### config.mk
export PLATFORM = sky130hd
export DESIGN_NAME = reg_file_cc
export DESIGN_NICKNAME = d
export VERILOG_FILES = /design/src/rtl/reg_file_cc.sv
export SDC_FILE = /design/constraint.sdc
export NUM_CORES = 1
export LEC_CHECK = 0
export ABC_AREA = 1
export CORE_MARGIN = 2
export CORE_UTILIZATION = 40
export DETAILED_ROUTE_END_ITERATION = 10
export SYNTH_ARGS = -nofsm -noshare
export SYNTH_HDL_FRONTEND = slang
export SYNTH_SLANG_ARGS = --single-unit
### constraint.sdc
create_clock -name Clk -period 4.09 [get_ports Clk]
set_clock_uncertainty 0.05 [all_clocks]
set_input_delay 0.409 -clock Clk [delete_from_list [all_inputs] [get_ports Clk]]
set_output_delay 0.409 -clock Clk [all_outputs]
set_load 0.02 [all_outputs]
### src/rtl/reg_file_cc.sv
// LC-3 register file (R0-R7) with SR1/SR2 operand selection, NZP condition codes
// and the registered branch-enable flag.
module reg_file_cc (
  input  logic        Clk,
  input  logic        Reset,
  input  logic [15:0] IR,
  input  logic [15:0] BUS,
  input  logic        LD_REG,
  input  logic        LD_CC,
  input  logic        LD_BEN,
  input  logic        DRMUX,
  input  logic        SR1MUX,
  output logic [15:0] SR1_OUT,
  output logic [15:0] SR2_MUX_OUT,
  output logic [2:0]  NZP,
  output logic        BEN
);

  logic [15:0] regs [8];
  logic [2:0]  dr_sel;
  logic [2:0]  sr1_sel;
  logic [2:0]  nzp_next;
  logic        ben_next;

  assign dr_sel  = DRMUX ? 3'd7 : IR[11:9];
  assign sr1_sel = SR1MUX ? IR[8:6] : IR[11:9];

  // Reads come straight from register state, so a write is visible only after its edge.
  assign SR1_OUT     = regs[sr1_sel];
  assign SR2_MUX_OUT = IR[5] ? {{11{IR[4]}}, IR[4:0]} : regs[IR[2:0]];

  always_comb begin
    nzp_next = 3'b001;
    if (BUS == 16'h0000)
      nzp_next = 3'b010;
    else if (BUS[15])
      nzp_next = 3'b100;
  end

  // BEN is evaluated from the NZP currently held, never from this edge's update.
  assign ben_next = (IR[11] & NZP[2]) | (IR[10] & NZP[1]) | (IR[9] & NZP[0]);

  always_ff @(posedge Clk or posedge Reset) begin
    if (Reset) begin
      for (int i = 0; i < 8; i++)
        regs[i] <= 16'h0000;
    end else if (LD_REG) begin
      regs[dr_sel] <= BUS;
    end
  end

  always_ff @(posedge Clk or posedge Reset) begin
    if (Reset) begin
      NZP <= 3'b010;
      BEN <= 1'b0;
    end else begin
      if (LD_CC)
        NZP <= nzp_next;
      if (LD_BEN)
        BEN <= ben_next;
    end
  end

endmodule

==> summary.md, run 1 <==
| Metric | Value |
|---|---|
| Clk Tree Root Cell | clkbuf_16 |
| Worst path max stage delay | 820 ps |
| Top FF cell, synth | dfrtp_1 |
| Die height | roughly 140 µm |
| Worst Tran Pin Value | 1110 ps |
| Post-CTS Setup Inserts | 0 |
| Number of I/O port buffers | 70 |
| TritonCTS clock tree | yes |
| Post-synth EDFFs | 0 |
| CP Class | input port to output port |
| CP max stage cell | o21ai_2 |
| Placed insts | around 1400 |
| Via count | 7611 |
| DRC viols | 0 |
| DP Worst Slack | 575 ps |
| FFs w/ async S/R, synth | 100% |
| Final std cells w/o fill | 1450 |
| Max FO, Critical Path | 19 |
| Power Density | roughly 460 nW/µm² |
| GR Layer Usage met1 | 36.8% |
| Layout cells sized above 1 | 5.65% |
| Nature of the critical path endpoint | output port |
| Initial DRC Count | 684 |
| Startpoint Class | input port |
| Worst Path Required | 3630 ps |
| Register area | roughly 3300 µm² |
| Leakage | 4.63 nW |
| Fmax | between 200 and 300 MHz |
| Netlist Area Pre-Place | 7900 µm² |
| Post-Route WL | 25000 µm |
| Most common cell after layout, fill and taps aside | nand2_1 |
| Vias in the first global route | between 7000 and 8000 |
| Multi-input logic area | 3560 µm² |
| HP Class | register to register |
| Largest net degree at the start of global routing | 76 |
| CP most frequent cell | nand2_1 |
| Busiest grt layer | met2 |
| Post-Syn Area per Cell | 6.93 µm² |
| Setup Total Neg Slack | 0 ps |
| Hpwl dp | between 10000 and 15000 µm |
| Final setup margin | 544 ps |
| Die footprint | 20900 µm² |
| FILL cells | 2055 |
| Initial antenna violation count | 0 |
| Area leader, netlist | dfrtp_1 |
| Synth Register Bits | 132 |
| Rows | 51 |
| Met2 usage | between 30 and 40% |
| H-tree level count | 4 |
| Die Width | 144 µm |
| Clk slew on worst S/H paths | approximately 50 ps |
| Synth warn | 0 |
| Routed len/inst | 17.3 µm |
| Bufs on Longest Clock Path | 2 |
| Top cells by area, synth | dfrtp_1, nand2_1, nand3_1 |
| Total gr overflow | 0 |
| Post-route minimum period | between 3000 and 4000 ps |
| Post-DRT Antenna Nets | 0 |
| Total track usage | 25.1% |
| First-pass DRT Iterations | 5 |
| Relative slew slack | 25.7% |
| CTS sink cnt | 132 |
| Tcrit/Tclk final | 86.7% |
| GPL Wtd Cong | 0.830 |
| Nets@finish | 1212 |
| Outcome | complete, no violations |
| Core ar. | just under 20000 µm² |
| I/O pins | 75 |
| Antenna Diode Count | 0 |
| Hold-fix buffers, CTS | 0 |
| Max_cap viols | 0 |
| Highest-count cells in the layout ignoring fill and taps | nand2_1, nand3_1, inv_1 |
| Layout area overhead | 18.0% |
| Fin. max-slew vios | 0 |
| Hold Fails Final Rpt | 0 |
| Max VDD drop | 0.000248 V |
| Yosys top cell area share | 41.5% |
| Crit-path cells | clkdlybuf4s50_1 > o21ai_2 > buf_12 > nand3_1 > nand2_1 > nand2_1 > nand2_1 > clkdlybuf4s50_1 |
| Met3 usage | 5.20% |
| Via density | between 5 and 6 |
| First-pass GRT wire length | 39400 µm |
| Post-synth cell types | 24 |
| Initial Util | 40.7% |
| RSZ-0062 raised after global routing | false |
| Register area share after synthesis | 41.9% |
| Setup-failing EPs final | 0 |
| Net Count, Synth | 1178 |
| Inserted Clock Buffers | 17 |
| Critical path data arrival time | 3090 ps |
| Clk Latency, worst-skew pair | between 400 and 500 ps |
| Cts repair resizes | 0 |
| Synth Instances | about 1100 |
cells by family (layout without fill, tap and decap cells):
logic type / Yosys count / after routing / share of synthesized area [%]
DFF: 132 / 132 / 41.9
and+or+nand+nor: 564 / 564 / 30.0
buffers and inverters: 236 / 282 / 13.1
AOI/OAI and AO/OA: 207 / 207 / 15.1
worst max-delay path: cells and delay by family:
kind | cells | cell delay [ps]
and+or+nand+nor | 4 | 380
buffers and inverters | 3 | 1480
AOI/OAI and AO/OA | 1 | 820
state kept, by name, summed over array words and instances (netlist names):
signal,flops
regs,128
NZP,3
BEN,1
power breakdown:
| group | switching [mW] | internal [mW] | total [mW] |
|---|---|---|---|
| combinational | 0.653 | 0.426 | 1.08 |
| sequential | 0.158 | 1.55 | 1.71 |
| clock | 0.587 | 0.953 | 1.54 |
| total | 1.40 | 2.93 | 4.33 |
final timing paths:
| kind | startpoint | end | slack, ps | depth (start not counted) |
|---|---|---|---|---|
| max reg2reg | NZP[1]$_DFFE_PP1P_ | BEN$_DFFE_PP0P_ | 3170 | 2 |
| max | SR1MUX | SR1_OUT[4] | 540 | 8 |
| min in group asynchronous | Reset | NZP[2]$_DFFE_PP0P_ | 500 | 2 |
| min | regs[118]$_DFFE_PP0P_ | regs[118]$_DFFE_PP0P_ | 430 | 2 |
| min reg2reg | regs[118]$_DFFE_PP0P_ | regs[118]$_DFFE_PP0P_ | 430 | 2 |
| max in group asynchronous | Reset | regs[104]$_DFFE_PP0P_ | 2660 | 3 |
Yosys cell counts, types with 2 or more instances:
cell,n
o21ai_2,2
nand2_2,2
nand2_1,370
buf_4,11
a21oi_1,8
clkbuf_1,17
buf_6,7
nor2_1,10
nand4_1,5
inv_2,3
o211ai_1,56
o21ai_0,87
nand3_1,174
inv_1,155
dfrtp_1,131
buf_2,42
o21ai_1,52
stage by stage:
stage               total power [mW]  hold slack (ps)  util [%]  cell area (µm²)
floorplan                       2.46              403         -             7900
global placement                2.78              417      45.0             8730
detailed placement              2.81              423      45.0             8730
CTS                             4.35              437      48.0             9310
global route                    4.59              454      48.0             9310
finish                          4.33              434      48.0             9310
routing by layer:
metal  share of wire (%)  wire [µm]  vias to the layer above
met2                  44      10900                      298
met5                   0          0                        -
met3                 7.6       1910                       34
li1                    -          -                     3738
met1                  47      11800                     3541
met4                 1.5        377                        0
cell type report:
type,count,share of cell area (%)
multi-input cells,771,38.2
flip-flops and latches,132,35.5
repair buffers,93,10.0
inverters,158,6.40
clock buffers,22,5.20
well taps,265,3.56
clock inverters,9,1.10
Note: power is estimated with default switching activity, not from simulation.
==> run 2: changes to the inputs <==
--- a/config.mk
+++ b/config.mk
@@ -6,7 +6,7 @@
 export NUM_CORES = 1
 export LEC_CHECK = 0
 export ABC_AREA = 1
-export CORE_MARGIN = 2
+export CORE_MARGIN = 4
 export CORE_UTILIZATION = 40
 export DETAILED_ROUTE_END_ITERATION = 10
 export SYNTH_ARGS = -nofsm -noshare
==> summary.md, run 2 (synthesized netlist as in run 1, its figures left out) <==
| Metric | Value |
|---|---|
| FILL cells | 2008 (was 2055) |
| Vias in the first global route | 7221 (was 7003) |
| Antenna Diode Count | 0 (unchanged) |
| Highest-count cells in the layout ignoring fill and taps | nand2_1, nand3_1, inv_1 (unchanged) |
| HP Class | register to register (unchanged) |
| Initial DRC Count | 752 (was 684) |
| Pint | 2.88 mW (was 2.93 mW) |
| Max VDD drop | 0.000283 V (was 0.000248 V) |
| Hold-fix buffers, CTS | 0 (unchanged) |
| TritonCTS clock tree | yes (unchanged) |
| Post-Route WL | 25400 µm (was 25000 µm) |
| Layout area overhead | 16.9% (was 18.0%) |
| Relative slew slack | 20.8% (was 25.7%) |
| Initial antenna violation count | 0 (unchanged) |
| Cts repair resizes | 0 (unchanged) |
| Power Density | 464 nW/µm² (was 465 nW/µm²) |
| Die footprint | 22000 µm² (was 20900 µm²) |
| GPL Wtd Cong | 0.826 (was 0.830) |
| First-pass DRT Iterations | 5 (unchanged) |
| Post-CTS Setup Inserts | 0 (unchanged) |
| RR Startpoint | NZP[1]$_DFFE_PP1P_ (unchanged) |
| Core ar. | 19500 µm² (was 19400 µm²) |
| Nature of the critical path endpoint | output port (unchanged) |
| Tcrit/Tclk final | 81.9% (was 86.7%) |
| Rows | 51 (unchanged) |
| Part of the power in registers | 40.0% (was 39.5%) |
| Reg2reg path depth | 2 (unchanged) |
| Total gr overflow | 0 (unchanged) |
| Inserted Clock Buffers | 17 (unchanged) |
| Hold Crit Start | NZP[1]$_DFFE_PP1P_ (was regs[118]$_DFFE_PP0P_) |
| Setup Total Neg Slack | 0 ps (unchanged) |
| Number of I/O port buffers | 70 (unchanged) |
| Die height | 148 µm (was 144 µm) |
| Routed len/inst | 17.5 µm (was 17.3 µm) |
| Leakage | 4.59 nW (was 4.63 nW) |
| Hold Path End | NZP[1]$_DFFE_PP1P_ (was regs[118]$_DFFE_PP0P_) |
| Clk Latency, worst-skew pair | 420 ps (was 430 ps) |
| Most common cell after layout, fill and taps aside | nand2_1 (unchanged) |
| R2r endpoint | BEN$_DFFE_PP0P_ (unchanged) |
| Initial Util | 40.6% (was 40.7%) |
| Fin. max-slew vios | 0 (unchanged) |
| Layout cells sized above 1 | 5.41% (was 5.65%) |
| Outcome | complete, no violations (unchanged) |
| Worst Path Required | 3630 ps (about the same) |
| Hold Fails Final Rpt | 0 (unchanged) |
| H-tree level count | 4 (unchanged) |
| Top reg by flops | regs (unchanged) |
| Bufs on Longest Clock Path | 2 (unchanged) |
| First-pass GRT wire length | 40800 µm (was 39400 µm) |
| Fmax | 298 MHz (was 282 MHz) |
| Hpwl dp | 15000 µm (was 14600 µm) |
| Nets@finish | 1209 (was 1212) |
| Hold_ws | 431 ps (was 434 ps) |
| Comb pwr share | 25.0% (was 24.9%) |
| Post-DRT Antenna Nets | 0 (unchanged) |
| Via count | 7639 (was 7611) |
| Max FO, Critical Path | 64 (was 19) |
| Total track usage | 23.9% (was 25.1%) |
| DRC viols | 0 (unchanged) |
| I/O pins | 75 (unchanged) |
| Setup-failing EPs final | 0 (unchanged) |
| CTS sink cnt | 132 (unchanged) |
| Worst hold stages | 2 (unchanged) |
| Worst Tran Pin Value | 1190 ps (was 1110 ps) |
| R2r setup slk | 3190 ps (was 3170 ps) |
| Clk Tree Root Cell | clkbuf_16 (unchanged) |
| Critical path data arrival time | 2890 ps (was 3090 ps) |
| Clock power share | 35.0% (was 35.6%) |
| Max_cap viols | 0 (unchanged) |
| Largest net degree at the start of global routing | 119 (was 76) |
| Die Width | 148 µm (was 144 µm) |
| Max reg flops | 128 (unchanged) |
| Startpoint Class | input port (unchanged) |
| RSZ-0062 raised after global routing | false (unchanged) |
| Clk slew on worst S/H paths | 60 ps (was 50 ps) |
| Sw power | 1.40 mW (about the same) |
| CP Class | input port to output port (unchanged) |
| Top flop regs | regs (128), NZP (3), BEN (1) (unchanged) |
| Via density | 5.28 (was 5.25) |
| Sw Share | 32.7% (was 32.3%) |
| Post-route minimum period | 3350 ps (was 3550 ps) |
## run 2: cell types whose count changed in the layout (fill, tap and decap cells not counted)
cell | previous run | this run
clkinvlp_4 | 3 | 4
clkbuf_8 | 4 | 5
bufinv_16 | 2 | 1
buf_12 | 5 | 1
clkinv_2 | 4 | 3
buf_4 | 19 | 20
inv_4 | 1 | 0
inv_6 | 0 | 1
## run 2: worst max-delay path by stage
stage | from | end | slack (ps)
after floorplan | Reset | BEN$_DFFE_PP0P_ | 110
after global placement | SR1MUX | SR1_OUT[4] | 780
after detailed placement | SR1MUX | SR1_OUT[6] | 760
after CTS | SR1MUX | SR1_OUT[6] | 760
after global routing | SR1MUX | SR1_OUT[10] | 570
final | SR1MUX | SR1_OUT[4] | 740
## run 2: cell type report
type / instances / area [µm²] / area share [%]
inverters: 158 / 598 / 6.48
repair buffers: 90 / 861 / 9.33
clock inverters: 8 / 75.1 / 0.813
flip-flops and latches: 132 / 3300 / 35.8
clock buffers: 23 / 498 / 5.40
multi-input cells: 771 / 3560 / 38.6
well taps: 265 / 332 / 3.59
## run 2: stage by stage
stage	total power [mW]	cell area, µm²	util (%)	setup WS (ps)	instances
floorplan	2.46	7900	-	107	1139
global placement	2.78	8660	44.5	779	1416
detailed placement	2.80	8660	44.5	763	1416
CTS	4.31	9230	47.4	761	1447
global route	4.56	9230	47.4	568	1447
finish	4.28	9230	47.4	740	1447
## run 2: power by group through the flow
stage               clock network, mW  logic (mW)  registers (mW)
finish                           1.50        1.07            1.71
detailed placement                  0        1.07            1.73
CTS                              1.53        1.08            1.71
floorplan                           0       0.764            1.70
global route                     1.58        1.24            1.74
global placement                    0        1.05            1.72
## run 2: worst max-delay path: stages
cell	delay (ps)
clkdlybuf4s50_1	580
nand2_2	160
buf_4	630
nand3_1	160
nand3_1	120
nand2_1	60
nand2_1	50
nand2_1	120
clkdlybuf4s50_1	580
## run 2: per-layer routing
metal / global-route usage (%) / wire length, µm / vias to the layer above
met4: 5.68 / 279 / 0
met3: 4.17 / 1620 / 21
met5: 0 / 0 / -
met2: 36.1 / 11300 / 251
li1: - / - / 3735
met1: 35.9 / 12200 / 3632
==> run 3: changes to the inputs <==
==> constraint.sdc (replaced) <==
create_clock -name Clk -period 3.3 [get_ports Clk]
set_clock_uncertainty 0.05 [all_clocks]
set_input_delay 0.33 -clock Clk [delete_from_list [all_inputs] [get_ports Clk]]
set_output_delay 0.33 -clock Clk [all_outputs]
set_load 0.02 [all_outputs]
==> summary.md, run 3 (synthesized netlist as in run 1, its figures left out) <==
| Metric | Value |
|---|---|
| Initial Util | 40.6% (unchanged) |
| Setup crit end | SR1_OUT[4] (unchanged) |
| Worst Path Required | 2920 ps (was 3630 ps) |
| Hold-fix buffers, CTS | 0 (unchanged) |
| Worst Tran Pin Value | 756 ps (was 1190 ps) |
| Outcome | complete, no violations (unchanged) |
| Post-route minimum period | between 3000 and 4000 ps |
| HP Class | input port to asynchronous set/reset pin (was register to register) |
| Worst path max stage delay | 580 ps (was 630 ps) |
| CP Class | input port to output port (unchanged) |
| Die height | 148 µm (unchanged) |
| Clk Latency, worst-skew pair | 420 ps (about the same) |
| Part of the power in registers | 39.5% (was 40.0%) |
| Most common cell after layout, fill and taps aside | nand2_1 (unchanged) |
| GR Layer Usage met1 | 35.4% (was 35.9%) |
| Sw Share | 31.7% (was 32.7%) |
| R2r endpoint | BEN$_DFFE_PP0P_ (unchanged) |
| Setup Total Neg Slack | 0 ps (unchanged) |
| Bufs on Longest Clock Path | 2 (unchanged) |
| Final setup margin | 283 ps (was 740 ps) |
| Crit-path cells | clkdlybuf4s50_1 > inv_2 > nand2_2 > buf_6 > nand3_1 > nand3_1 > nand2_1 > nand2_1 > nand2_1 > clkdlybuf4s50_1 (was clkdlybuf4s50_1 > nand2_2 > buf_4 > nand3_1 > nand3_1 > nand2_1 > nand2_1 > nand2_1 > clkdlybuf4s50_1) |
| RR Startpoint | NZP[1]$_DFFE_PP1P_ (unchanged) |
| GPL Wtd Cong | 0.841 (was 0.826) |
| DRC viols | 0 (unchanged) |
| R2r setup slk | 2390 ps (was 3190 ps) |
| Buf/Inv on CP | 4 (was 3) |
| Via density | 5.26 (was 5.28) |
| Core ar. | 19500 µm² (unchanged) |
| Met3 usage | 5.15% (was 4.17%) |
| Clock power share | 35.1% (was 35.0%) |
| Hold Fails Final Rpt | 0 (unchanged) |
| Top flop regs | regs (128), NZP (3), BEN (1) (unchanged) |
| Initial DRC Count | 672 (was 752) |
| Max FO, Critical Path | 64 (unchanged) |
| Max_cap viols | 0 (unchanged) |
| Comb pwr share | 25.4% (was 25.0%) |
| Setup-failing EPs final | 0 (unchanged) |
| Hpwl dp | 15300 µm (was 15000 µm) |
| Largest net degree at the start of global routing | 133 (was 119) |
| Sw power | 1.70 mW (was 1.40 mW) |
| Critical path data arrival time | 2640 ps (was 2890 ps) |
| Vias in the first global route | 7345 (was 7221) |
| Layout cells sized above 1 | 6.04% (was 5.41%) |
| Relative slew slack | 49.5% (was 20.8%) |
| Initial antenna violation count | 0 (unchanged) |
| Max reg flops | 128 (unchanged) |
| First-pass DRT Iterations | 6 (was 5) |
| CP max stage cell | clkdlybuf4s50_1 (was buf_4) |
| Antenna Diode Count | 0 (unchanged) |
| Layout area overhead | 19.1% (was 16.9%) |
| Tcrit/Tclk final | 91.4% |
| FILL cells | 1987 (was 2008) |
| Number of I/O port buffers | 70 (unchanged) |
| Die footprint | 22000 µm² (unchanged) |
| Via count | 7673 (was 7639) |
| TritonCTS clock tree | yes (unchanged) |
| Top reg by flops | regs (unchanged) |
| CP most frequent cell | nand2_1 (unchanged) |
| Clk Tree Root Cell | clkbuf_16 (unchanged) |
| Post-Route WL | 25700 µm (was 25400 µm) |
| DP Worst Slack | 176 ps (was 763 ps) |
| I/O pins | 75 (unchanged) |
| Post-DRT Antenna Nets | 0 (unchanged) |
| Nature of the critical path endpoint | output port (unchanged) |
| Reg2reg path depth | 2 (unchanged) |
| Max VDD drop | 0.000275 V (was 0.000283 V) |
| Total track usage | 24.0% (was 23.9%) |
| CTS sink cnt | 132 (unchanged) |
| Pwr Total | 5.37 mW (was 4.28 mW) |
| Pint | 3.67 mW (was 2.88 mW) |
| CP Launch Point | SR1MUX (unchanged) |
| Nets@finish | 1221 (was 1209) |
| First-pass GRT wire length | 41000 µm (was 40800 µm) |
| RSZ-0062 raised after global routing | false (unchanged) |
| Met2 usage | 36.0% (was 36.1%) |
| Rows | 51 (unchanged) |
| Power Density | 571 nW/µm² (was 464 nW/µm²) |
| Fin. max-slew vios | 0 (unchanged) |
| H-tree level count | 4 (unchanged) |
| Inserted Clock Buffers | 17 (unchanged) |
| Fmax | 331 MHz |
| Die Width | 148 µm (unchanged) |
| Startpoint Class | input port (unchanged) |
| Busiest grt layer | met2 (unchanged) |
| Highest-count cells in the layout ignoring fill and taps | nand2_1, nand3_1, inv_1 (unchanged) |
| Total gr overflow | 0 (unchanged) |
| CP Depth | 10 (was 9) |
| Leakage | 4.68 nW (was 4.59 nW) |
| Routed len/inst | 17.6 µm (was 17.5 µm) |
| Top Family by Delay on Critical Path | buffers and inverters (unchanged) |
| Clk slew on worst S/H paths | 60 ps (about the same) |
[run 3: cell count changes in the layout (fill, tap and decap cells not counted), sizes merged]
cell	before	now
clkbuf	23	26
bufinv	1	2
inv	158	157
clkinv	3	2
clkinvlp	4	1
buf	21	33
[run 3: power groups by stage]
stage | sequential (mW) | combinational [mW] | clock [mW]
floorplan | 2.10 | 0.948 | 0
global placement | 2.14 | 1.34 | 0
detailed placement | 2.14 | 1.36 | 0
CTS | 2.12 | 1.37 | 1.92
global route | 2.16 | 1.56 | 1.99
finish | 2.12 | 1.36 | 1.89
[run 3: per-stage QoR]
stage	hold WS, ps	utilization [%]	std cells	area (µm²)
2_1_floorplan	387	-	1139	7900
3_3_place_gp	417	45.3	1428	8820
6_report	404	48.3	1458	9400
3_5_place_dp	417	45.3	1428	8820
5_1_grt	444	48.3	1458	9400
4_1_cts	417	48.3	1458	9400
[run 3: cell type report]
class / count / area (µm²) / share of cell area (%)
multi-input cells: 771 / 3560 / 37.9
flip-flops and latches: 132 / 3300 / 35.1
repair buffers: 102 / 1030 / 11.0
inverters: 158 / 597 / 6.35
clock buffers: 26 / 509 / 5.42
well taps: 265 / 332 / 3.53
clock inverters: 4 / 70.1 / 0.745
[run 3: routing by layer]
metal  vias to the layer above  routed length, µm
met3                        29               1950
li1                       3755                  -
met5                         -                  0
met4                         0                361
met1                      3584              12000
met2                       305              11400
[run 3: repair_timing]
item,4_1_cts,5_1_grt
endpoints found under the setup margin,0,1
resized for setup,0,1
buffers inserted,0,0
[run 3: worst min path at each step]
stage,end,slack [ps]
2_1_floorplan,NZP[1]$_DFFE_PP1P_,390
3_3_place_gp,regs[114]$_DFFE_PP0P_,420
3_5_place_dp,NZP[1]$_DFFE_PP1P_,420
4_1_cts,NZP[1]$_DFFE_PP1P_,420
5_1_grt,NZP[1]$_DFFE_PP1P_,440
6_report,regs[62]$_DFFE_PP0P_,400
[run 3: worst min-delay path, cell delays in order]
cell,delay (ps)
clkdlybuf4s50_1,440
clkinvlp_4,90
buf_12,490
